[config.mk]
export PLATFORM = sky130hd
export DESIGN_NAME = sram_1r1w_ctrl
export DESIGN_NICKNAME = d
export VERILOG_FILES = /design/src/rtl/sram_1r1w_ctrl.sv
export SDC_FILE = /design/constraint.sdc
export NUM_CORES = 1
export LEC_CHECK = 0
export CAP_MARGIN = 20
export CORE_MARGIN = 2
export CORE_UTILIZATION = 43
export DETAILED_ROUTE_END_ITERATION = 8
export HOLD_SLACK_MARGIN = 0.12
export PLACE_DENSITY = 0.76
export SETUP_SLACK_MARGIN = 0.02
export SLEW_MARGIN = 0
export SYNTH_ARGS = -nofsm -noshare
export SYNTH_HDL_FRONTEND = slang
export SYNTH_SLANG_ARGS = --single-unit
[constraint.sdc]
create_clock -name clk -period 2.2 [get_ports clk]
set_clock_uncertainty 0.2 [all_clocks]
set_input_delay 0.44 -clock clk [delete_from_list [all_inputs] [get_ports clk]]
set_output_delay 0.44 -clock clk [all_outputs]
set_load 0.005 [all_outputs]
[src/rtl/sram_1r1w_ctrl.sv]
`default_nettype none
// ============================================================================
// Module      : sram_1r1w_ctrl
// Description : Host-side controller for a 1R1W OpenRAM macro. It clears the
//               array after reset and presents valid/ready write and read
//               channels. Same-cycle write->read hits are forwarded
//               write-first, and read data is buffered in a small response
//               FIFO with credit-based read acceptance.
// Revision    : 1.0 - initial release
// ============================================================================
module sram_1r1w_ctrl #(
  parameter int                    DATA_WIDTH = 16,
  parameter int                    ADDR_WIDTH = 8,
  parameter logic [DATA_WIDTH-1:0] INIT_VALUE = '0,
  parameter int                    RSP_DEPTH  = 3
) (
  input  logic                  clk,
  input  logic                  rst_n,
  input  logic                  wr_valid,
  output logic                  wr_ready,
  input  logic [ADDR_WIDTH-1:0] wr_addr,
  input  logic [DATA_WIDTH-1:0] wr_data,
  input  logic                  rd_valid,
  output logic                  rd_ready,
  input  logic [ADDR_WIDTH-1:0] rd_addr,
  output logic                  rsp_valid,
  input  logic                  rsp_ready,
  output logic [DATA_WIDTH-1:0] rsp_data,
  output logic                  init_done,
  output logic                  sram_csb0,
  output logic [ADDR_WIDTH-1:0] sram_addr0,
  output logic [DATA_WIDTH-1:0] sram_din0,
  output logic                  sram_csb1,
  output logic [ADDR_WIDTH-1:0] sram_addr1,
  input  logic [DATA_WIDTH-1:0] sram_dout1
);

  localparam int                    c_PTR_W     = (RSP_DEPTH > 1) ? $clog2(RSP_DEPTH) : 1;
  localparam int                    c_CNT_W     = $clog2(RSP_DEPTH + 1);
  localparam logic [ADDR_WIDTH-1:0] c_LAST_ADDR = '1;
  localparam logic [c_PTR_W-1:0]    c_LAST_PTR  = c_PTR_W'(RSP_DEPTH - 1);
  localparam logic [c_CNT_W:0]      c_DEPTH     = (c_CNT_W + 1)'(RSP_DEPTH);

  typedef enum logic [0:0] {
    ST_INIT = 1'b0,
    ST_RUN  = 1'b1
  } state_t;

  state_t                r_state;
  state_t                w_state_nxt;
  logic [ADDR_WIDTH-1:0] r_sweep;
  logic [ADDR_WIDTH-1:0] w_sweep_nxt;

  logic                  r_inflight;
  logic                  r_fwd;
  logic [DATA_WIDTH-1:0] r_fwd_data;

  logic [DATA_WIDTH-1:0] r_fifo [RSP_DEPTH];
  logic [c_PTR_W-1:0]    r_rd_ptr;
  logic [c_PTR_W-1:0]    r_wr_ptr;
  logic [c_CNT_W-1:0]    r_count;

  logic                  w_run;
  logic                  w_wr_acc;
  logic                  w_rd_acc;
  logic                  w_fwd_hit;
  logic                  w_push;
  logic                  w_pop;
  logic [DATA_WIDTH-1:0] w_push_data;
  logic [c_CNT_W:0]      w_used;

  assign w_run    = (r_state == ST_RUN);
  assign w_wr_acc = wr_valid && w_run;

  // Credits: buffered words plus the read whose data arrives this cycle.
  // Depends only on registered state, never on rsp_ready.
  assign w_used   = {1'b0, r_count} + (c_CNT_W + 1)'(r_inflight);
  assign rd_ready = w_run && (w_used < c_DEPTH);
  assign w_rd_acc = rd_valid && rd_ready;

  assign sram_csb1  = !w_rd_acc;
  assign sram_addr1 = rst_n ? rd_addr : '0;

  // A same-cycle write to the read address wins over the stale macro output.
  assign w_fwd_hit   = w_wr_acc && w_rd_acc && (wr_addr == rd_addr);
  assign w_push      = r_inflight;
  assign w_push_data = r_fwd ? r_fwd_data : sram_dout1;

  assign rsp_valid = (r_count != '0);
  assign w_pop     = rsp_valid && rsp_ready;
  assign rsp_data  = rsp_valid ? r_fifo[r_rd_ptr] : '0;

  // State register and clear-sweep address counter.
  always_ff @(posedge clk or negedge rst_n) begin
    if (!rst_n) begin
      r_state <= ST_INIT;
      r_sweep <= '0;
    end else begin
      r_state <= w_state_nxt;
      r_sweep <= w_sweep_nxt;
    end
  end

  // Next state and write-port drive: sweep during INIT, host writes in RUN.
  always_comb begin
    w_state_nxt = r_state;
    w_sweep_nxt = r_sweep;
    wr_ready    = 1'b0;
    init_done   = 1'b0;
    sram_csb0   = 1'b1;
    sram_addr0  = '0;
    sram_din0   = '0;
    case (r_state)
      ST_INIT: begin
        // Keep the macro deselected while reset is held.
        if (rst_n) begin
          sram_csb0  = 1'b0;
          sram_addr0 = r_sweep;
          sram_din0  = INIT_VALUE;
        end
        w_sweep_nxt = r_sweep + 1'b1;
        if (r_sweep == c_LAST_ADDR) begin
          w_state_nxt = ST_RUN;
        end
      end
      ST_RUN: begin
        init_done  = 1'b1;
        wr_ready   = 1'b1;
        sram_csb0  = !w_wr_acc;
        sram_addr0 = wr_addr;
        sram_din0  = wr_data;
      end
      default: begin
        w_state_nxt = ST_INIT;
      end
    endcase
  end

  // Track the read whose data is due next cycle and any forwarded word.
  always_ff @(posedge clk or negedge rst_n) begin
    if (!rst_n) begin
      r_inflight <= 1'b0;
      r_fwd      <= 1'b0;
      r_fwd_data <= '0;
    end else begin
      r_inflight <= w_rd_acc;
      r_fwd      <= w_fwd_hit;
      if (w_fwd_hit) begin
        r_fwd_data <= wr_data;
      end
    end
  end

  // Response FIFO pointers and occupancy.
  always_ff @(posedge clk or negedge rst_n) begin
    if (!rst_n) begin
      r_rd_ptr <= '0;
      r_wr_ptr <= '0;
      r_count  <= '0;
    end else begin
      if (w_push) begin
        r_wr_ptr <= (r_wr_ptr == c_LAST_PTR) ? '0 : r_wr_ptr + 1'b1;
      end
      if (w_pop) begin
        r_rd_ptr <= (r_rd_ptr == c_LAST_PTR) ? '0 : r_rd_ptr + 1'b1;
      end
      case ({w_push, w_pop})
        2'b10:   r_count <= r_count + 1'b1;
        2'b01:   r_count <= r_count - 1'b1;
        default: r_count <= r_count;
      endcase
    end
  end

  // Response FIFO storage; contents are don't-care while count is zero.
  always_ff @(posedge clk) begin
    if (w_push) begin
      r_fifo[r_wr_ptr] <= w_push_data;
    end
  end

endmodule
`default_nettype wire

==> impl_metrics.json <==
{
  "cts_buffers": 9,
  "dpl_cell_area_mm2": 0.00525,
  "arrival_ns": 1.65,
  "drc": 0,
  "dr.first_iter.drc_count": 87,
  "cts_num_sinks": 81,
  "antenna_left": 0,
  "yosys_warnings": 0,
  "synthCells": 295,
  "crit_chain": "ha_2 > ha_4 > a2111oi_4 > inv_1 > buf_2",
  "required_ns": 1.56,
  "synth_edf_count": 48,
  "drv_slew": 0,
  "hold_depth": 1,
  "cts_tree": "done",
  "end_kind": "primary output",
  "wl_per_cell_um": 15.5,
  "slowest_stage": "dfrtp_1",
  "vias_per_cell": 4.99,
  "min_period_over_period_pct": 104,
  "synth_cell_types": 33,
  "clk_pin_slew_ns": 0.08,
  "ir_drop_uv": 421,
  "syn_area_mm2": 0.00380,
  "place.gp.congestion": 0.773,
  "outcome": "complete, but fails checks",
  "start_util_pct": 44.0,
  "holdPathEnd": "r_sweep[6]",
  "area_growth_pct": 45.3,
  "dp_hpwl_mm": 6.02,
  "r2r_cells": 7,
  "slowest_delay_ns": 0.40,
  "worst_skew_pair.late_latency_ns": 0.34,
  "worst_pin_slew_ns": 0.632,
  "die_area_mm2": 0.00961,
  "cap_violations": 0,
  "antenna_found_initial": 0,
  "syn_nets": 352,
  "ff2ff_setup_slack_ns": -0.01,
  "rsz0062_at_grt": "true",
  "layout_setup_ws_ns": -0.0852,
  "post-route-util_pct": 64.0,
  "rr_endpoint": "r_fwd_data[5]",
  "port_buffers": 106,
  "cp-start-kind": "flip-flop",
  "synthFlopType": "edfxtp_1",
  "fin_nets": 498,
  "clockRootBuffer": "clkbuf_8",
  "wl_mm": 8.61,
  "overflow": 0,
  "grt_pass1_vias": 2851,
  "dieWidth_um": 98.1,
  "core_mm2": 0.00864,
  "grt_usage_pct": 18.8,
  "first_pass_iters": 4,
  "nFillCells": 675,
  "die_h_um": 98.1,
  "grt_start_max_net_pins": 35,
  "h-tree-depth": 3,
  "yosysSeqAreaShare_pct": 59.6,
  "antenna_cells": 0,
  "hold_class": "flip-flop to flip-flop",
  "hold_start": "r_sweep[6]",
  "period_needed_ns": 2.29,
  "vias": 2764,
  "grt_first_pass_wirelength_mm": 14.0,
  "slew_headroom_pct": 57.7,
  "clock_path_buffers": 2,
  "drive_gt1_share_pct": 28.9,
  "setup_viol_count_final": 14,
  "postSynthAreaPerCell_um2": 12.9,
  "async_flop_share_pct": 40.7,
  "finalHoldViolCount": 0,
  "fmax_ghz": 0.438,
  "path_max_fanout": 2,
  "pin_count": 107,
  "finalInstanceArea_mm2": 0.00553,
  "power_density_mw_per_mm2": 784,
  "rows": 34,
  "r2r-start": "r_count[0]",
  "fin_hold_ws_ns": 0.293,
  "post-place-ws_ns": -0.193,
  "p_leak_nw": 2.47,
  "p_total_mw": 4.34,
  "violations": "negative setup slack",
  "path_class": "flip-flop to primary output",
  "synth-seq-cells": 81
}
-- placed cells by master, fill, tap and decap left out, types with 17 or more instances in the layout --
cell type        count
buf_4               30
mux2_2              24
clkdlybuf4s50_1     53
nand2_1             17
nor2_1              34
edfxtp_1            48
buf_2               18
dlygate4sd2_1       32
and2_1              24
dfrtp_1             31
-- worst max-delay path by stage --
stage                          start              to  slack [ns]
after floorplan           r_count[0]  r_fwd_data[10]       -0.04
after global placement      rd_valid       sram_csb1       -0.19
after detailed placement    rd_valid       sram_csb1       -0.19
after CTS                 r_count[0]       sram_csb1       -0.17
after global routing      r_count[0]       sram_csb1       -0.18
final                     r_count[0]       sram_csb1       -0.09
-- metrics by stage --
stage	std cells	setup TNS, ns
after floorplan	295	-0.431
after global placement	527	-2.73
after detailed placement	527	-3.41
after CTS	554	-1.61
after global routing	554	-3.10
final	554	-0.203
-- where the power goes --
group	internal, mW	switching (mW)	leakage (nW)
combinational	0.809	0.659	1.50
sequential	1.65	0.0419	0.865
clock	0.645	0.530	0.107
-- layout make-up --
type                    instances  area [um2]  area share [%]
inverters                       6        22.5           0.407
multi-input cells             193        1500            27.2
clock inverters                 6        90.1            1.63
flip-flops and latches         81        2270            41.1
clock buffers                  10         128            2.31
repair buffers                150        1380            24.9
well taps                     108         135            2.44
-- synth_stat cells, drive strengths merged, types with 2 or more instances --
master / n / share of area [%]
edfxtp: 48 / 38
nor2: 36 / 3.6
mux2: 34 / 11
dfrtp: 33 / 22
and2: 24 / 3.9
a21oi: 17 / 2.2
nand2: 17 / 1.7
mux2i: 16 / 4.2
clkbuf: 10 / 0.99
xnor2: 9 / 2.1
xor2: 9 / 2.1
inv: 6 / 0.59
buf: 5 / 0.86
o21ai: 5 / 0.66
a22o: 4 / 0.92
and3: 4 / 0.66
ha: 4 / 1.3
a21o: 2 / 0.39
and4: 2 / 0.46
nand4: 2 / 0.72
nor3: 2 / 0.26
-- worst max-delay path: cells and delay by family, from the launching register on --
| family | cells | cell delay [ns] |
|---|---|---|
| AOI/OAI and AO/OA | 1 | 0.30 |
| adders and majority gates | 2 | 0.41 |
| buffers and inverters | 2 | 0.19 |
| DFF | 1 | 0.40 |
-- kinds of logic (layout without fill, tap and decap cells) --
family / count (synthesis) / after routing / synth area share, %
AND/OR/NAND/NOR: 91 / 91 / 12.1
flip-flops: 81 / 81 / 59.6
multiplexers: 50 / 50 / 15.3
AO/OA/AOI/OAI: 30 / 30 / 5.13
buffers and inverters: 21 / 172 / 2.43
XOR/XNOR: 18 / 18 / 4.14
adder cells (fa/ha/maj): 4 / 4 / 1.32
-- sequential cells by signal, indices dropped and copies added, names as in the netlist --
name        cells
r_rd_ptr        2
r_fwd           1
r_sweep         8
r_count         2
r_state         1
r_wr_ptr        2
r_inflight      1
r_fifo         48
r_fwd_data     16
-- per-layer routing --
layer	GRT usage, %	share of wire (%)	vias up
met1	23.7	41	1332
met5	0	0	-
li1	-	-	1325
met2	30.7	51	90
met3	5.08	5.5	17
met4	7.91	2.5	0
-- timing repair --
| item | CTS | global route |
|---|---|---|
| hold endpoints to repair | 33 | 0 |
| hold buffers | 2 | 0 |
| buffers inserted | 9 | 0 |
| pin swaps | 18 | 16 |
| cloned | 1 | 0 |
| endpoints found under the setup margin | 69 | 36 |
| gates resized for setup | 122 | 9 |
Power figures use the tool's default switching activity.
